$ cat src/rtl/fsmd_arbiter.sv
// Round-robin arbiter that time-shares one fsmd datapath between NREQ requesters,
// with a watchdog that turns a hung transaction into an error response.
module fsmd_arbiter #(
   parameter int NREQ    = 4,
   parameter int IDW     = 2,
   parameter int TIMEOUT = 16
) (
   input  logic              clk,
   input  logic              rst,
   input  logic [NREQ-1:0]   req,
   input  logic [4*NREQ-1:0] req_x,
   input  logic [4*NREQ-1:0] req_y,
   output logic [NREQ-1:0]   gnt,
   output logic              dp_start,
   output logic [3:0]        dp_xin,
   output logic [3:0]        dp_yin,
   input  logic              dp_idle,
   input  logic              dp_done,
   input  logic [7:0]        dp_x,
   output logic              rsp_valid,
   output logic [IDW-1:0]    rsp_id,
   output logic [7:0]        rsp_data,
   output logic              rsp_err,
   output logic              busy,
   output logic [7:0]        err_count
);

   localparam int TW = (TIMEOUT > 1) ? $clog2(TIMEOUT) : 1;

   typedef enum logic [1:0] {IDLE, LAUNCH, WAIT, RESP} state_t;

   state_t         state;
   logic [IDW-1:0] ptr;
   logic [IDW-1:0] cur_id;
   logic [TW-1:0]  timer;
   logic           done_q;
   logic           found;
   logic [IDW-1:0] pick;
   logic           complete;
   logic           expire;

   // Scan ptr+1, ptr+2, ... mod NREQ; the first set request wins.
   always_comb begin : rr_scan
      int unsigned    idx;
      logic [IDW-1:0] sel;
      found = 1'b0;
      pick  = '0;
      idx   = 0;
      sel   = '0;
      for (int unsigned k = 1; k <= NREQ; k++) begin
         idx = (k + 32'(ptr)) % NREQ;
         sel = IDW'(idx);
         if (!found && req[sel]) begin
            found = 1'b1;
            pick  = sel;
         end
      end
   end

   always_comb begin
      complete = (state == WAIT) && dp_done && !done_q;
      expire   = ((state == LAUNCH) || (state == WAIT)) &&
                 (timer == TW'(TIMEOUT - 1)) && !complete;
      busy     = (state != IDLE);
   end

   always_ff @(posedge clk or posedge rst) begin
      if (rst) begin
         state     <= IDLE;
         gnt       <= '0;
         dp_start  <= 1'b0;
         rsp_valid <= 1'b0;
         rsp_err   <= 1'b0;
         dp_xin    <= '0;
         dp_yin    <= '0;
         rsp_id    <= '0;
         rsp_data  <= '0;
         err_count <= '0;
         ptr       <= IDW'(NREQ - 1);
         cur_id    <= '0;
         timer     <= '0;
         done_q    <= 1'b1;
      end else begin
         done_q    <= dp_done;
         gnt       <= '0;
         dp_start  <= 1'b0;
         rsp_valid <= 1'b0;

         case (state)
            IDLE: begin
               if (found) begin
                  gnt[pick] <= 1'b1;
                  dp_xin    <= 4'(req_x >> {pick, 2'b00});
                  dp_yin    <= 4'(req_y >> {pick, 2'b00});
                  ptr       <= pick;
                  cur_id    <= pick;
                  timer     <= '0;
                  state     <= LAUNCH;
               end
            end
            LAUNCH: begin
               timer <= timer + 1'b1;
               if (dp_idle) begin
                  dp_start <= 1'b1;
                  state    <= WAIT;
               end
            end
            WAIT: begin
               timer <= timer + 1'b1;
            end
            RESP: begin
               state <= IDLE;
            end
            default: state <= IDLE;
         endcase

         // Response capture overrides the LAUNCH/WAIT assignments above;
         // completion has priority over watchdog expiry.
         if (complete) begin
            rsp_valid <= 1'b1;
            rsp_err   <= 1'b0;
            rsp_data  <= dp_x;
            rsp_id    <= cur_id;
            state     <= RESP;
         end else if (expire) begin
            rsp_valid <= 1'b1;
            rsp_err   <= 1'b1;
            rsp_data  <= '0;
            rsp_id    <= cur_id;
            dp_start  <= 1'b0;
            state     <= RESP;
            if (err_count != 8'hFF) begin
               err_count <= err_count + 8'd1;
            end
         end
      end
   end

endmodule

$ cat config.mk
export PLATFORM = sky130hd
export DESIGN_NAME = fsmd_arbiter
export DESIGN_NICKNAME = d
export VERILOG_FILES = /design/src/rtl/fsmd_arbiter.sv
export SDC_FILE = /design/constraint.sdc
export NUM_CORES = 1
export LEC_CHECK = 0
export ABC_AREA = 1
export ABC_CLOCK_PERIOD_IN_PS = 2310
export BUFFER_PORTS_ARGS = -buffer_cell sky130_fd_sc_hd__buf_2
export CORE_UTILIZATION = 35
export CTS_BUF_LIST = sky130_fd_sc_hd__clkbuf_4 sky130_fd_sc_hd__clkbuf_8
export DETAILED_ROUTE_END_ITERATION = 8
export HOLD_SLACK_MARGIN = 0.06
export SYNTH_ARGS = -nofsm -noshare
export SYNTH_HDL_FRONTEND = slang
export SYNTH_SLANG_ARGS = --single-unit
$ cat constraint.sdc
create_clock -name clk -period 2.31 [get_ports clk]
set_clock_uncertainty 0.15 [all_clocks]
set_input_delay 0 -clock clk [delete_from_list [all_inputs] [get_ports clk]]
set_output_delay 0 -clock clk [all_outputs]
set_load 0.05 [all_outputs]
==> tab_implementation.tex <==
\begin{tabular}{lr}
\hline
Metric & Value \\
\hline
\multicolumn{2}{l}{\textbf{Cells and area}} \\
\quad FF+latch area & about 0.0011 mm² \\
\quad Final instance area & around 0.0039 mm² \\
\quad ANT cells & 0 \\
\quad Filler cell count & about 570 \\
\quad Core utilization of the finished layout & 0.576 \\
\quad Fraction of layout cells with a size suffix above 1 & 0.397 \\
\quad Multi-input gate area in the final layout & between 0.001 and 0.0015 mm² \\
\quad Growth of design area from synthesis to finish & 59.8\% \\
\quad Final nets & between 500 and 600 \\
\multicolumn{2}{l}{\textbf{Global route}} \\
\quad Antenna violations before repair & 0 \\
\quad Global route total overflow & 0 \\
\quad First-pass GRT wire length & 11,100 µm \\
\quad Number of global-route vias before repair & around 2.6k \\
\quad Overall global routing resource usage & 0.190 \\
\quad Largest net degree at the start of global routing & 45 \\
\multicolumn{2}{l}{\textbf{Synth}} \\
\quad Top-area cell type share of the netlist area & 0.422 \\
\quad Top cells by area, synth & dfrtp\_1 42\%, nand2\_1 20\%, nand4\_1 4.1\%, dfstp\_2 3.2\%, ha\_1 3.1\% \\
\quad Top FF cell, synth & dfrtp\_1 \\
\quad Gate Count Post-Synth & 306 \\
\quad Cell types with the highest counts after synthesis & 131 x nand2\_1, 41 x dfrtp\_1, 19 x inv\_1 \\
\quad Area leader, netlist & dfrtp\_1 \\
\quad Sequential element share of the synthesized area & 0.454 \\
\quad Flops \& latches, synth & 44 \\
\quad Synth cell types & 35 \\
\quad Synthesized area & around 0.0024 mm² \\
\quad Synthesized area per cell & between 7 and 8 µm² \\
\quad Syn. warnings & 0 \\
\quad Syn\_nets & 360 \\
\quad Synth async-reset ratio & 1.00 \\
\quad Number of enable-type register cells in the synthesized netlist & 0 \\
\quad Most numerous cell in the Yosys netlist & nand2\_1 \\
\multicolumn{2}{l}{\textbf{Placed design}} \\
\quad Dpl ws & -0.00326 ns \\
\quad Half-perimeter wire length after placement & between 4000 and 5000 µm \\
\quad Area after detailed placement & slightly below 0.003 mm² \\
\quad Routability congestion estimate from global placement & $\sim$0.8 \\
\quad Total of buffers placed on input and output ports & 81 \\
\multicolumn{2}{l}{\textbf{Clocking}} \\
\quad Worst-Skew Late Latency & roughly 0.3 ns \\
\quad TritonCTS sink count & 44 \\
\quad Worst-path clk slew & about 0.090 ns \\
\quad Number of H-tree levels & 2 \\
\quad Max clock buf depth & 2 \\
\quad Number of CTS-inserted buffers & 5 \\
\quad Clock tree from TritonCTS & built \\
\quad Master cell of the clock root buffer & clkbuf\_8 \\
\multicolumn{2}{l}{\textbf{Timing}} \\
\quad Post-route worst setup slack & -0.0240 ns \\
\quad Slew at the pin closest to its max-slew limit & 0.556 ns \\
\quad Achievable clock frequency & 428 MHz \\
\quad Normalized max-slew margin & 0.629 \\
\quad Shortest period the worst path allows & 2.33 ns \\
\quad Pins over their slew limit & 0 \\
\quad Final Hold Vio Count & 0 \\
\quad Portion of the clock cycle consumed by the worst path in the final layout & 1.01 \\
\quad Unrepaired setup endpoints after global routing & true \\
\quad Setup violators final & 7 \\
\multicolumn{2}{l}{\textbf{Routing}} \\
\quad Detail-routed via count per cell & 5.02 \\
\quad Detailed Route WL & around 7500 µm \\
\quad DRC violation count after routing & 1 \\
\quad Number of antenna-violating nets in the routed design & 0 \\
\quad Number of detailed-route iterations in the first pass & 8 \\
\quad Per-cell routed wire length & $\sim$14 µm \\
\quad Initial DRC count & 144 \\
\quad DR vias & around 2.7k \\
\multicolumn{2}{l}{\textbf{Floorplan}} \\
\quad Die span in x & approximately 85 µm \\
\quad Die ar. & approximately 0.0073 mm² \\
\quad Number of ports placed on the die boundary & just over 80 \\
\quad Floorplan row count & 30 \\
\quad Effective utilization at floorplan & 0.360 \\
\quad Core area & 0.00676 mm² \\
\quad Vert. Die Dim & 85.4 µm \\
\multicolumn{2}{l}{\textbf{Worst hold path}} \\
\quad Min-Delay Path Class & input port to async pin \\
\multicolumn{2}{l}{\textbf{Power and ir drop}} \\
\quad Leak Pwr & about 2.1 nW \\
\quad Peak supply drop & between 0.001 and 0.0015 V \\
\quad Power Total & 6.60 mW \\
\quad Cell Pwr Density & 1700 mW/mm² \\
\multicolumn{2}{l}{\textbf{Outcome}} \\
\quad Status & finished with violations \\
\quad Violations in the final reports & design-rule violations, negative setup slack \\
\multicolumn{2}{l}{\textbf{Critical path}} \\
\quad Critical R2R Capture & dp\_xin[2]\$\_DFFE\_PP0P\_ \\
\quad Startpoint types & register \\
\quad Worst EP required & 2.36 ns \\
\quad Launch point of the critical path & ptr[0]\$\_DFFE\_PP1P\_ \\
\quad Worst endpoint data arrival time & 2.38 ns \\
\quad Critical Setup Path Class & register to register \\
\quad Type of element capturing the critical path & register \\
\quad Maximum fanout encountered on the critical timing path & 6 \\
\quad Worst setup path endpoint & dp\_xin[2]\$\_DFFE\_PP0P\_ \\
\quad Depth of the worst register-to-register path & 14 \\
\quad Register-to-register setup slack & -0.02 ns \\
\quad Launching point of the worst reg2reg path & ptr[0]\$\_DFFE\_PP1P\_ \\
\multicolumn{2}{l}{\textbf{Job}} \\
\quad \# Max-Cap Violations & 0 \\
\hline
\end{tabular}
-- layer usage --
| layer | GRT usage | share of wire | vias to the layer above |
|---|---|---|---|
| met5 | 0 | 0 | - |
| met4 | 0.0652 | 0.024 | 0 |
| met3 | 0.0438 | 0.065 | 23 |
| met2 | 0.340 | 0.51 | 145 |
| met1 | 0.224 | 0.40 | 1264 |
| li1 | - | - | 1317 |
-- worst min path at each step --
stage,startpoint,end,slack [ns],depth (start not counted)
after detailed placement,dp_done,done_q$_DFF_PP1_,-0.03,1
after floorplan,dp_done,done_q$_DFF_PP1_,-0.15,0
after CTS,dp_done,done_q$_DFF_PP1_,0.22,2
after global placement,dp_done,done_q$_DFF_PP1_,-0.03,1
after global routing,dp_done,done_q$_DFF_PP1_,0.23,2
final,rst,err_count[1]$_DFFE_PP0P_,0.22,4
-- sequential cells by signal, summed over array words and instances (netlist names) --
register,cells
err_count,8
rsp_data,8
dp_xin,4
dp_yin,4
gnt,4
timer,4
cur_id,2
ptr,2
rsp_id,2
state,2
done_q,1
dp_start,1
rsp_err,1
rsp_valid,1
-- repair_timing --
| action | CTS | global route |
|---|---|---|
| hold buffers | 43 | 0 |
| buffers inserted | 2 | 26 |
| pin swaps | 0 | 24 |
| endpoints found under the setup margin | 2 | 18 |
| gates resized for setup | 0 | 54 |
| hold endpoints to repair | 63 | 0 |
| gates cloned | 0 | 2 |
-- report_power, final --
part	switching, mW	internal, mW
Sequential	0.201	1.09
Combinational	3.04	1.76
Clock	0.262	0.255
Total	3.50	3.10
-- worst max-delay path: stages (launching register included) --
cell	delay [ns]
dfstp_2	0.64
clkinv_4	0.13
nand2_4	0.10
nand2_4	0.06
nand2_2	0.06
nand2_2	0.08
a31oi_2	0.23
nand2_2	0.09
nor2_4	0.19
clkinvlp_4	0.12
buf_6	0.14
nand2_2	0.06
nand2_1	0.05
nand2_1	0.06
nand2_1	0.05
-- placed cells by master, fill, tap and decap left out, drive strengths merged, types with 6 or more instances in the layout --
cell type	netlist	routed
nand2	139	139
nand4	16	16
nor3	6	6
a22o	8	8
clkbuf	1	7
nand3	15	17
nor2	16	16
ha	6	6
dlygate4sd3	0	43
buf	9	119
xor2	6	6
o21ai	8	8
inv	23	22
dfrtp	41	41
-- cells by family (layout without fill, tap and decap cells) --
kind of cell             count (synthesis)  in the layout  share of synthesized area
flip-flops                              44             44                      0.454
AO/OA/AOI/OAI                           22             22                     0.0612
adder cells (fa/ha/maj)                  6              6                     0.0308
XOR/XNOR                                 7              7                     0.0252
AND/OR/NAND/NOR                        192            194                      0.359
buffers and inverters                   34            194                     0.0648
multiplexers                             1              1                    0.00463
-- cell type report --
class,instances,share of cell area
Tap cell,80,0.0257
Clock buffer,7,0.0232
Clock inverter,1,0.00193
Timing Repair Buffer,162,0.297
Sequential cell,44,0.284
Multi-Input combinational cell,230,0.342
Inverter,24,0.0254
-- stage by stage --
stage	setup TNS, ns	std cells	hold slack (ns)
final	-0.104	548	0.220
after global routing	-1.25	548	0.232
after CTS	0	520	0.217
after detailed placement	-0.00326	467	-0.0304
after global placement	0	467	-0.0334
after floorplan	0	306	-0.146
Note: power is estimated with default switching activity, not from simulation.
